File: src/rtl/xbar_cfg_pkg.sv
// Shared constants, state encoding and helpers for the crossbar configuration loader.
package xbar_cfg_pkg;

    localparam int unsigned NUM_IN    = 23;
    localparam int unsigned NUM_OUT   = 30;
    localparam int unsigned SEL_W     = 5;
    localparam int unsigned WORD_W    = 8;
    localparam int unsigned CFG_W     = NUM_OUT * SEL_W;
    localparam int unsigned NUM_WORDS = (CFG_W + WORD_W - 1) / WORD_W;

    localparam int unsigned WCNT_W  = $clog2(NUM_WORDS + 1);
    localparam int unsigned FCNT_W  = $clog2(NUM_OUT);
    localparam int unsigned SHAMT_W = $clog2(CFG_W);

    typedef enum logic [2:0] {
        ST_IDLE,
        ST_LOAD,
        ST_CHECK,
        ST_COMMIT,
        ST_READ
    } state_e;

    // Bit offset of stream word k inside the config vector.
    function automatic logic [SHAMT_W-1:0] word_shamt(input logic [WCNT_W-1:0] k);
        return SHAMT_W'(WORD_W) * SHAMT_W'(k);
    endfunction

    // Bit offset of select field i inside the config vector.
    function automatic logic [SHAMT_W-1:0] field_shamt(input logic [FCNT_W-1:0] i);
        return SHAMT_W'(SEL_W) * SHAMT_W'(i);
    endfunction

endpackage

File: src/rtl/xbar_cfg_field_check.sv
// Combinational extraction and range check of one select field from the shadow config.
module xbar_cfg_field_check
    import xbar_cfg_pkg::*;
(
    input  logic [CFG_W-1:0]  shadow_i,
    input  logic [FCNT_W-1:0] idx_i,
    output logic [SEL_W-1:0]  field_c_o,
    output logic              oor_c_o
);

    always_comb begin
        field_c_o = SEL_W'(shadow_i >> field_shamt(idx_i));
        oor_c_o   = (field_c_o >= SEL_W'(NUM_IN));
    end

endmodule

File: src/rtl/xbar_cfg_loader.sv
// Crossbar configuration writer: stream -> shadow, range check, atomic commit.
// Optional readback of the active config is enabled by defining XBAR_CFG_READBACK_EN.
module xbar_cfg_loader
    import xbar_cfg_pkg::*;
(
    input  logic              clk,
    input  logic              reset,
    input  logic              io_start,
    input  logic              io_cfg_valid,
    output logic              io_cfg_ready,
    input  logic [WORD_W-1:0] io_cfg_bits,
    output logic              io_busy,
    output logic              io_done,
    output logic              io_error,
    output logic [4:0]        io_err_field,
    output logic [CFG_W-1:0]  io_mux_configs
`ifdef XBAR_CFG_READBACK_EN
    ,
    input  logic              io_rd_req,
    output logic              io_rd_valid,
    output logic [WORD_W-1:0] io_rd_bits
`endif
);

    state_e              state_q, state_d;
    logic [WCNT_W-1:0]   wcnt_q, wcnt_d;
    logic [FCNT_W-1:0]   fcnt_q, fcnt_d;
    logic [CFG_W-1:0]    shadow_q, shadow_d;
    logic [CFG_W-1:0]    mux_q, mux_d;
    logic                ready_q, ready_d;
    logic                busy_q, busy_d;
    logic                done_q, done_d;
    logic                error_q, error_d;
    logic [4:0]          err_field_q, err_field_d;
`ifdef XBAR_CFG_READBACK_EN
    logic                rd_valid_q, rd_valid_d;
    logic [WORD_W-1:0]   rd_bits_q, rd_bits_d;
    logic [WORD_W-1:0]   rd_word_c;
`endif

    logic [SHAMT_W-1:0]  wr_shamt_c;
    logic [CFG_W-1:0]    wr_mask_c;
    logic [CFG_W-1:0]    wr_data_c;
    logic [SEL_W-1:0]    chk_field_c;
    logic                chk_oor_c;
    logic                unused_field_c;

    xbar_cfg_field_check u_field_check (
        .shadow_i  (shadow_q),
        .idx_i     (fcnt_q),
        .field_c_o (chk_field_c),
        .oor_c_o   (chk_oor_c)
    );

    // The field value is exposed by the checker for debug; only the flag steers the FSM.
    assign unused_field_c = ^chk_field_c;

    // Word write lane; shifting at CFG_W width drops the pad bits of the last word.
    assign wr_shamt_c = word_shamt(wcnt_q);
    assign wr_mask_c  = CFG_W'({WORD_W{1'b1}}) << wr_shamt_c;
    assign wr_data_c  = CFG_W'(io_cfg_bits) << wr_shamt_c;

`ifdef XBAR_CFG_READBACK_EN
    assign rd_word_c = WORD_W'(mux_q >> wr_shamt_c);
`endif

    always_comb begin
        state_d     = state_q;
        wcnt_d      = wcnt_q;
        fcnt_d      = fcnt_q;
        shadow_d    = shadow_q;
        mux_d       = mux_q;
        ready_d     = ready_q;
        busy_d      = busy_q;
        done_d      = 1'b0;
        error_d     = error_q;
        err_field_d = err_field_q;
`ifdef XBAR_CFG_READBACK_EN
        rd_valid_d  = rd_valid_q;
        rd_bits_d   = rd_bits_q;
`endif

        case (state_q)
            ST_IDLE: begin
                if (io_start) begin
                    state_d     = ST_LOAD;
                    wcnt_d      = '0;
                    error_d     = 1'b0;
                    err_field_d = '0;
                    ready_d     = 1'b1;
                    busy_d      = 1'b1;
                end
`ifdef XBAR_CFG_READBACK_EN
                else if (io_rd_req) begin
                    state_d    = ST_READ;
                    wcnt_d     = WCNT_W'(1);
                    rd_valid_d = 1'b1;
                    rd_bits_d  = mux_q[WORD_W-1:0];
                    busy_d     = 1'b1;
                end
`endif
            end

            ST_LOAD: begin
                if (io_cfg_valid && ready_q) begin
                    shadow_d = (shadow_q & ~wr_mask_c) | wr_data_c;
                    if (wcnt_q == WCNT_W'(NUM_WORDS - 1)) begin
                        state_d = ST_CHECK;
                        ready_d = 1'b0;
                        fcnt_d  = '0;
                    end else begin
                        wcnt_d = wcnt_q + WCNT_W'(1);
                    end
                end
            end

            // One field per cycle; the first bad field aborts without touching the active config.
            ST_CHECK: begin
                if (chk_oor_c) begin
                    state_d     = ST_IDLE;
                    error_d     = 1'b1;
                    err_field_d = 5'(fcnt_q);
                    busy_d      = 1'b0;
                end else if (fcnt_q == FCNT_W'(NUM_OUT - 1)) begin
                    state_d = ST_COMMIT;
                    done_d  = 1'b1;
                end else begin
                    fcnt_d = fcnt_q + FCNT_W'(1);
                end
            end

            ST_COMMIT: begin
                mux_d   = shadow_q;
                state_d = ST_IDLE;
                busy_d  = 1'b0;
            end

`ifdef XBAR_CFG_READBACK_EN
            ST_READ: begin
                if (wcnt_q == WCNT_W'(NUM_WORDS)) begin
                    state_d    = ST_IDLE;
                    rd_valid_d = 1'b0;
                    busy_d     = 1'b0;
                end else begin
                    rd_bits_d = rd_word_c;
                    wcnt_d    = wcnt_q + WCNT_W'(1);
                end
            end
`endif

            default: begin
                state_d = ST_IDLE;
                ready_d = 1'b0;
                busy_d  = 1'b0;
            end
        endcase
    end

    always_ff @(posedge clk or negedge reset) begin
        if (!reset) begin
            state_q     <= ST_IDLE;
            wcnt_q      <= '0;
            fcnt_q      <= '0;
            shadow_q    <= '0;
            mux_q       <= '0;
            ready_q     <= 1'b0;
            busy_q      <= 1'b0;
            done_q      <= 1'b0;
            error_q     <= 1'b0;
            err_field_q <= '0;
`ifdef XBAR_CFG_READBACK_EN
            rd_valid_q  <= 1'b0;
            rd_bits_q   <= '0;
`endif
        end else begin
            state_q     <= state_d;
            wcnt_q      <= wcnt_d;
            fcnt_q      <= fcnt_d;
            shadow_q    <= shadow_d;
            mux_q       <= mux_d;
            ready_q     <= ready_d;
            busy_q      <= busy_d;
            done_q      <= done_d;
            error_q     <= error_d;
            err_field_q <= err_field_d;
`ifdef XBAR_CFG_READBACK_EN
            rd_valid_q  <= rd_valid_d;
            rd_bits_q   <= rd_bits_d;
`endif
        end
    end

    assign io_cfg_ready   = ready_q;
    assign io_busy        = busy_q;
    assign io_done        = done_q;
    assign io_error       = error_q;
    assign io_err_field   = err_field_q;
    assign io_mux_configs = mux_q;
`ifdef XBAR_CFG_READBACK_EN
    assign io_rd_valid    = rd_valid_q;
    assign io_rd_bits     = rd_bits_q;
`endif

endmodule

File: config.mk
export PLATFORM = sky130hd
export DESIGN_NAME = xbar_cfg_loader
export DESIGN_NICKNAME = d
export VERILOG_FILES = /design/src/rtl/xbar_cfg_pkg.sv /design/src/rtl/xbar_cfg_field_check.sv /design/src/rtl/xbar_cfg_loader.sv
export SDC_FILE = /design/constraint.sdc
export NUM_CORES = 1
export LEC_CHECK = 0
export BUFFER_PORTS_ARGS = -buffer_cell sky130_fd_sc_hd__buf_2
export CORE_ASPECT_RATIO = 2
export CORE_MARGIN = 5
export CORE_UTILIZATION = 35
export CTS_CLUSTER_DIAMETER = 80
export DETAILED_ROUTE_END_ITERATION = 8
export HOLD_SLACK_MARGIN = 0.05
export PLACE_DENSITY = 0.5
export REMOVE_ABC_BUFFERS = 1
export SKIP_CTS_REPAIR_TIMING = 1
export SLEW_MARGIN = 20
export SYNTH_ARGS = -nofsm -noshare
export SYNTH_HDL_FRONTEND = slang
export SYNTH_SLANG_ARGS = --single-unit
export TNS_END_PERCENT = 50
File: constraint.sdc
create_clock -name clk -period 3.5 [get_ports clk]
set_clock_uncertainty 0.1 [all_clocks]
set_input_delay 0.175 -clock clk [delete_from_list [all_inputs] [get_ports clk]]
set_output_delay 0.175 -clock clk [all_outputs]
set_load 0.005 [all_outputs]
==> reports/results.tsv, run 1 <==
metric	value	unit
Rel. slew slack	46.6	%
Mapped Cells	1005	
Vias	8909	
Pwr Density	741	mW/mm2
register bit total from synthesis	321	
CTS Buf Count	29	
peak supply drop	398	uV
fin cells	1662	
Worst Setup Path Type	flop to flop	
synth unique cells	52	
largest net degree at the start of global routing	96	
utilization after layout	42.0	%
filler cell count	3466	
final hold violation count	0	
Post-Place Setup Slack	0.516	ns
CTS max path bufs	3	
Die Area	0.0410	mm2
setup repair after global routing missed its margin	false	
area grow syn2layout	18.9	%
Worst R2R Path Depth	9	
synthesis warning total	0	
status	finished clean	
Slew Limit Fails	0	
WL/cell	25.7	um
HPWL after DPL	31300	um
setup ws final	0.544	ns
asr flop ratio synth	100	%
DRT Wirelength	42700	um
Critical Path AT	3.34	ns
Startpoint Class	flop	
LEAKAGE	0.00780	uW
row count	99	
number of port buffers	170	
DRC	0	
Storage cell area	0.00803	mm2
max-cap viol count	0	
DR vias/cell	5.36	
mapped cell area	0.0129	mm2
sequential area share after synthesis	62.3	%
setup_tns	0	ns
Root Buffer	clkbuf_16	
clk slew on worst S/H paths	0.07	ns
Die Y	282	um
Overflow after GRT	0	
CTS sink count	321	
All-Layer GR Usage	20.6	%
Synth area leader	dfrtp_1	
Yosys top cell area share	62.3	%
Final min period	2.96	ns
crit share post-route	84.5	%
Finish-stage setup viols	0	
Synth Flop Type	dfrtp_1	
Hold WC Path Type	input port to asynchronous set/reset pin	
Multi-input gate area	0.00460	mm2
top cells by area, synth	dfrtp_1, mux2_2, nand2_1, o21ai_0, a22o_1	
DR iter-0 viols	492	
Initial Util	35.3	%
CP Capture Type	flop	
initial antenna violation count	1	
Critical Path RT	3.89	ns
Max Clk Rate	338	MHz
syn_area_per_cell	12.8	um2
Post-DRT Antenna Nets	0	
DP Cell Count	1606	
vias in the first global route	9520	
CP Max Fanout	26	
CTS tree	built	
number of synthesized flops with an enable pin	0	
Nets	1207	
latest clock arrival within the worst-skew pair	0.57	ns
# IOs	171	
dpl cell area	0.0144	mm2
Final Wtd Congestion	0.885	
first drt pass iteration count	5	
core area	0.0365	mm2
actual slew at the worst max-slew pin	0.799	ns
first-pass GRT wire length	64100	um
CTS H-tree lvls	1	
Die W	146	um
Final Instance Area	0.0153	mm2
share of layout cells above drive strength 1	33.6	%
==> state kept, by name, indices dropped and copies added (netlist names), 2 cells and up <==
| register | flops |
|---|---|
| wcnt_q | 5 |
| fcnt_q | 5 |
| io_err_field | 5 |
| shadow_q | 150 |
| state_q | 2 |
| io_mux_configs | 150 |
==> layer usage <==
| layer | part of all wire, % | vias up | GRT usage, % |
|---|---|---|---|
| met4 | 3.5 | 0 | 7.39 |
| met1 | 37 | 4597 | 23.2 |
| li1 | - | 4011 | - |
| met2 | 56 | 240 | 39.4 |
| met3 | 4.0 | 61 | 2.73 |
| met5 | 0 | - | 0 |
==> stage by stage <==
step           power, uW  hold WS (ns)
2_1_floorplan       6770        -0.221
3_3_place_gp        8290         0.112
3_5_place_dp        8330         0.117
4_1_cts            11500        -0.486
5_1_grt            11900        0.0734
6_report           11400        0.0626
==> final cells by class <==
class	instances	area share [%]
clock buffers	40	5.33
well taps	454	3.70
clock inverters	11	0.571
repair buffers	202	7.65
flip-flops and latches	321	52.4
diodes	1	0.0163
multi-input cells	618	30.0
inverters	15	0.367
==> cell families after synthesis <==
group	Yosys count	share of synthesized area, %
flip-flops	321	62.3
buffers and inverters	66	2.12
AO/OA/AOI/OAI	211	11.6
multiplexers	159	14.8
AND/OR/NAND/NOR	238	8.31
adder cells (fa/ha/maj)	8	0.776
XOR/XNOR	2	0.136
==> final timing paths <==
kind                                    startpoint                 end  slack, ns
worst max-delay path                     fcnt_q[0]           fcnt_q[2]       0.54
worst min-delay path                         reset   io_mux_configs[0]       0.06
worst max register to register           fcnt_q[0]           fcnt_q[2]       0.54
worst min register to register  io_mux_configs[98]  io_mux_configs[98]       0.37
max in group asynchronous                    reset       shadow_q[141]       2.22
min in group clk                    io_cfg_bits[7]       shadow_q[119]       0.08
==> worst max-delay path, stage by stage (launching register included) <==
cell	delay [ns]
dfrtp_1	0.39
buf_12	0.22
a311oi_1	0.13
a2111oi_0	0.64
nor4_1	0.19
a2111oi_2	0.55
a41oi_2	0.08
buf_4	0.21
a31o_1	0.22
a21oi_1	0.12
==> placed cells by master, fill, tap and decap left out, types with 7 or more instances in the layout <==
cell type,netlist,routed
clkinv_2,0,7
mux4_2,10,10
a311oi_1,13,13
clkbuf_16,0,29
a22o_1,48,48
nand3_1,31,31
buf_4,2,23
nor2b_1,12,12
buf_2,3,169
nand4_1,9,9
dfrtp_1,321,321
ha_1,8,8
inv_1,13,13
nor2_1,23,23
mux2_2,144,144
o21ai_0,101,101
a32o_1,18,18
nand2_1,135,134
==> power breakdown <==
group / leakage [uW] / switching, uW / internal, uW
Clock: 0.000442 / 1430 / 1700
Combinational: 0.00302 / 1610 / 1030
Sequential: 0.00433 / 968 / 4620
Total: 0.00780 / 4010 / 7360
==> synthesized netlist by cell type, types with 3 or more instances <==
cell      count
dfrtp_1     321
mux2_2      144
nand2_1     135
o21ai_0     101
a22o_1       48
clkbuf_1     39
nand3_1      31
nor2_1       23
a32o_1       18
a311oi_1     13
inv_1        13
nor2b_1      12
mux4_2       10
nand4_1       9
ha_1          8
and3_1        6
buf_1         5
a21oi_1       4
and2_1        4
mux2i_1       4
nand2b_1      4
nand4b_1      4
nor3_1        4
o31ai_1       4
a211oi_1      3
buf_2         3
o22ai_1       3
No activity file was read; power rests on OpenSTA's default activity.
==> run 2, diff against run 1 <==
- ABC_AREA: default -> 1
- clock period: 3.5 -> 3.1 ns (I/O delays scaled with it)
==> reports/results.tsv, run 2 <==
metric	value	unit
syn_area_per_cell	9.08	um2
vias in the first global route	11100	
Hold WC Path Type	input port to flop	
Critical Path AT	3.20	ns
CTS max path bufs	3	
Startpoint Class	flop	
Root Buffer	clkbuf_16	
Nets	1658	
Mapped Cells	1477	
Vias	10900	
Max Clk Rate	358	MHz
# IOs	171	
Pwr Density	988	mW/mm2
clk slew on worst S/H paths	0.08	ns
CTS Buf Count	29	
most common cell after layout, fill and taps aside	nand2_1	
CTS sink count	321	
utilization after layout	41.8	%
count leader, synth	nand2_1	
actual slew at the worst max-slew pin	0.815	ns
DRC	0	
Die Area	0.0425	mm2
DR iter-0 viols	631	
peak supply drop	463	uV
HPWL after DPL	32500	um
Final Wtd Congestion	0.903	
CTS tree	built	
first-pass GRT wire length	68200	um
DR vias/cell	5.15	
first drt pass iteration count	5	
CTS H-tree lvls	1	
register bit total from synthesis	321	
most frequent cells in the layout	nand2_1, dfrtp_1, inv_1	
WHS	0.00267	ns
synth cell count leaders	nand2_1, dfrtp_1, inv_1	
Finish-stage setup viols	0	
max-cap viol count	0	
crit share post-route	90.1	%
Die W	148	um
Critical Path RT	3.51	ns
sequential area share after synthesis	59.9	%
largest net degree at the start of global routing	91	
All-Layer GR Usage	20.7	%
core area	0.0379	mm2
CP Capture Type	flop	
Worst Setup Path Type	flop to flop	
CP Max Fanout	17	
Slew Limit Fails	0	
synth unique cells	33	
Post-Place Setup Slack	0.229	ns
final hold violation count	0	
# diodes	0	
area grow syn2layout	18.2	%
latest clock arrival within the worst-skew pair	0.57	ns
share of layout cells above drive strength 1	16.7	%
Overflow after GRT	0	
Rel. slew slack	45.5	%
top cells by area, synth	dfrtp_1, nand2_1, o22ai_1, o21ai_0, inv_1	
Synth Flop Type	dfrtp_1	
asr flop ratio synth	100	%
setup ws final	0.308	ns
mapped cell area	0.0134	mm2
Yosys top cell area share	59.9	%
WL/cell	20.9	um
setup repair after global routing missed its margin	false	
Synth area leader	dfrtp_1	
row count	101	
DRT Wirelength	44400	um
Final min period	2.79	ns
Post-DRT Antenna Nets	0	
Initial Util	35.4	%
status	finished clean	
Die Y	287	um
number of port buffers	170	
number of synthesized flops with an enable pin	0	
initial antenna violation count	0	
synthesis warning total	0	
LEAKAGE	0.00822	uW
[run 2: through the flow]
stage	power [uW]	instances	instance area [um2]	setup TNS [ns]
6_report	15600	2124	15800	0
5_1_grt	16800	2124	15800	0
4_1_cts	15900	2122	15800	0
3_5_place_dp	11900	2068	14800	0
3_3_place_gp	11800	2068	14800	0
2_1_floorplan	9350	1400	13000	-280.86
[run 2: cell families (layout without fill, tap and decap cells)]
family	count (synthesis)	after routing	share of synthesized area, %
simple gates	540	540	16.6
compound gates	331	331	14.0
flops	321	321	59.9
buf+inv	273	457	8.42
fa+ha+maj	8	8	0.747
mux	3	3	0.252
xor+xnor	1	1	0.0654
[run 2: worst paths after layout]
path	start	to	slack, ns	cells after the start
worst min register to register	io_mux_configs[26]	io_mux_configs[26]	0.38	2
max in group asynchronous	reset	io_mux_configs[29]	1.99	3
worst min-delay path	io_start	io_cfg_ready	0.003	6
worst max-delay path	fcnt_q[2]	fcnt_q[0]	0.31	14
worst max register to register	fcnt_q[2]	fcnt_q[0]	0.31	14
min in group asynchronous	reset	io_mux_configs[65]	0.05	2
[run 2: power breakdown]
group          leakage, uW  internal (uW)  switching [uW]  total [uW]
Clock             0.000494           2200            1700        3900
Combinational      0.00425           1860            3330        5180
Sequential         0.00347           5690             864        6560
Total              0.00822           9750            5890       15600
[run 2: area by class of cell]
class / instances / area [um2]
fill: 3845 / 22100
sequential: 321 / 8030
multi-input combinational: 883 / 4250
timing repair buffer: 207 / 1210
clock buffer: 37 / 806
inverter: 196 / 738
tap: 463 / 579
clock inverter: 17 / 224
[run 2: critical path: stages (launching register included)]
cell     delay [ns]
dfrtp_1        0.65
inv_1          0.35
nor2_2         0.36
nand3_1        0.15
nand2_1        0.09
inv_1          0.04
nand2_1        0.06
nand2_1        0.10
nor2_1         0.15
nand3_2        0.12
nand2_2        0.10
nand2_4        0.13
nand2_1        0.19
nand2_1        0.07
nand2_1        0.06
[run 2: metal layers]
metal / up-vias / track usage [%] / part of all wire, %
met2: 325 / 37.1 / 52
met3: 85 / 2.72 / 4.9
met1: 5360 / 24.9 / 39
met5: - / 0 / 0
met4: 0 / 8.35 / 4.2
li1: 5176 / - / -
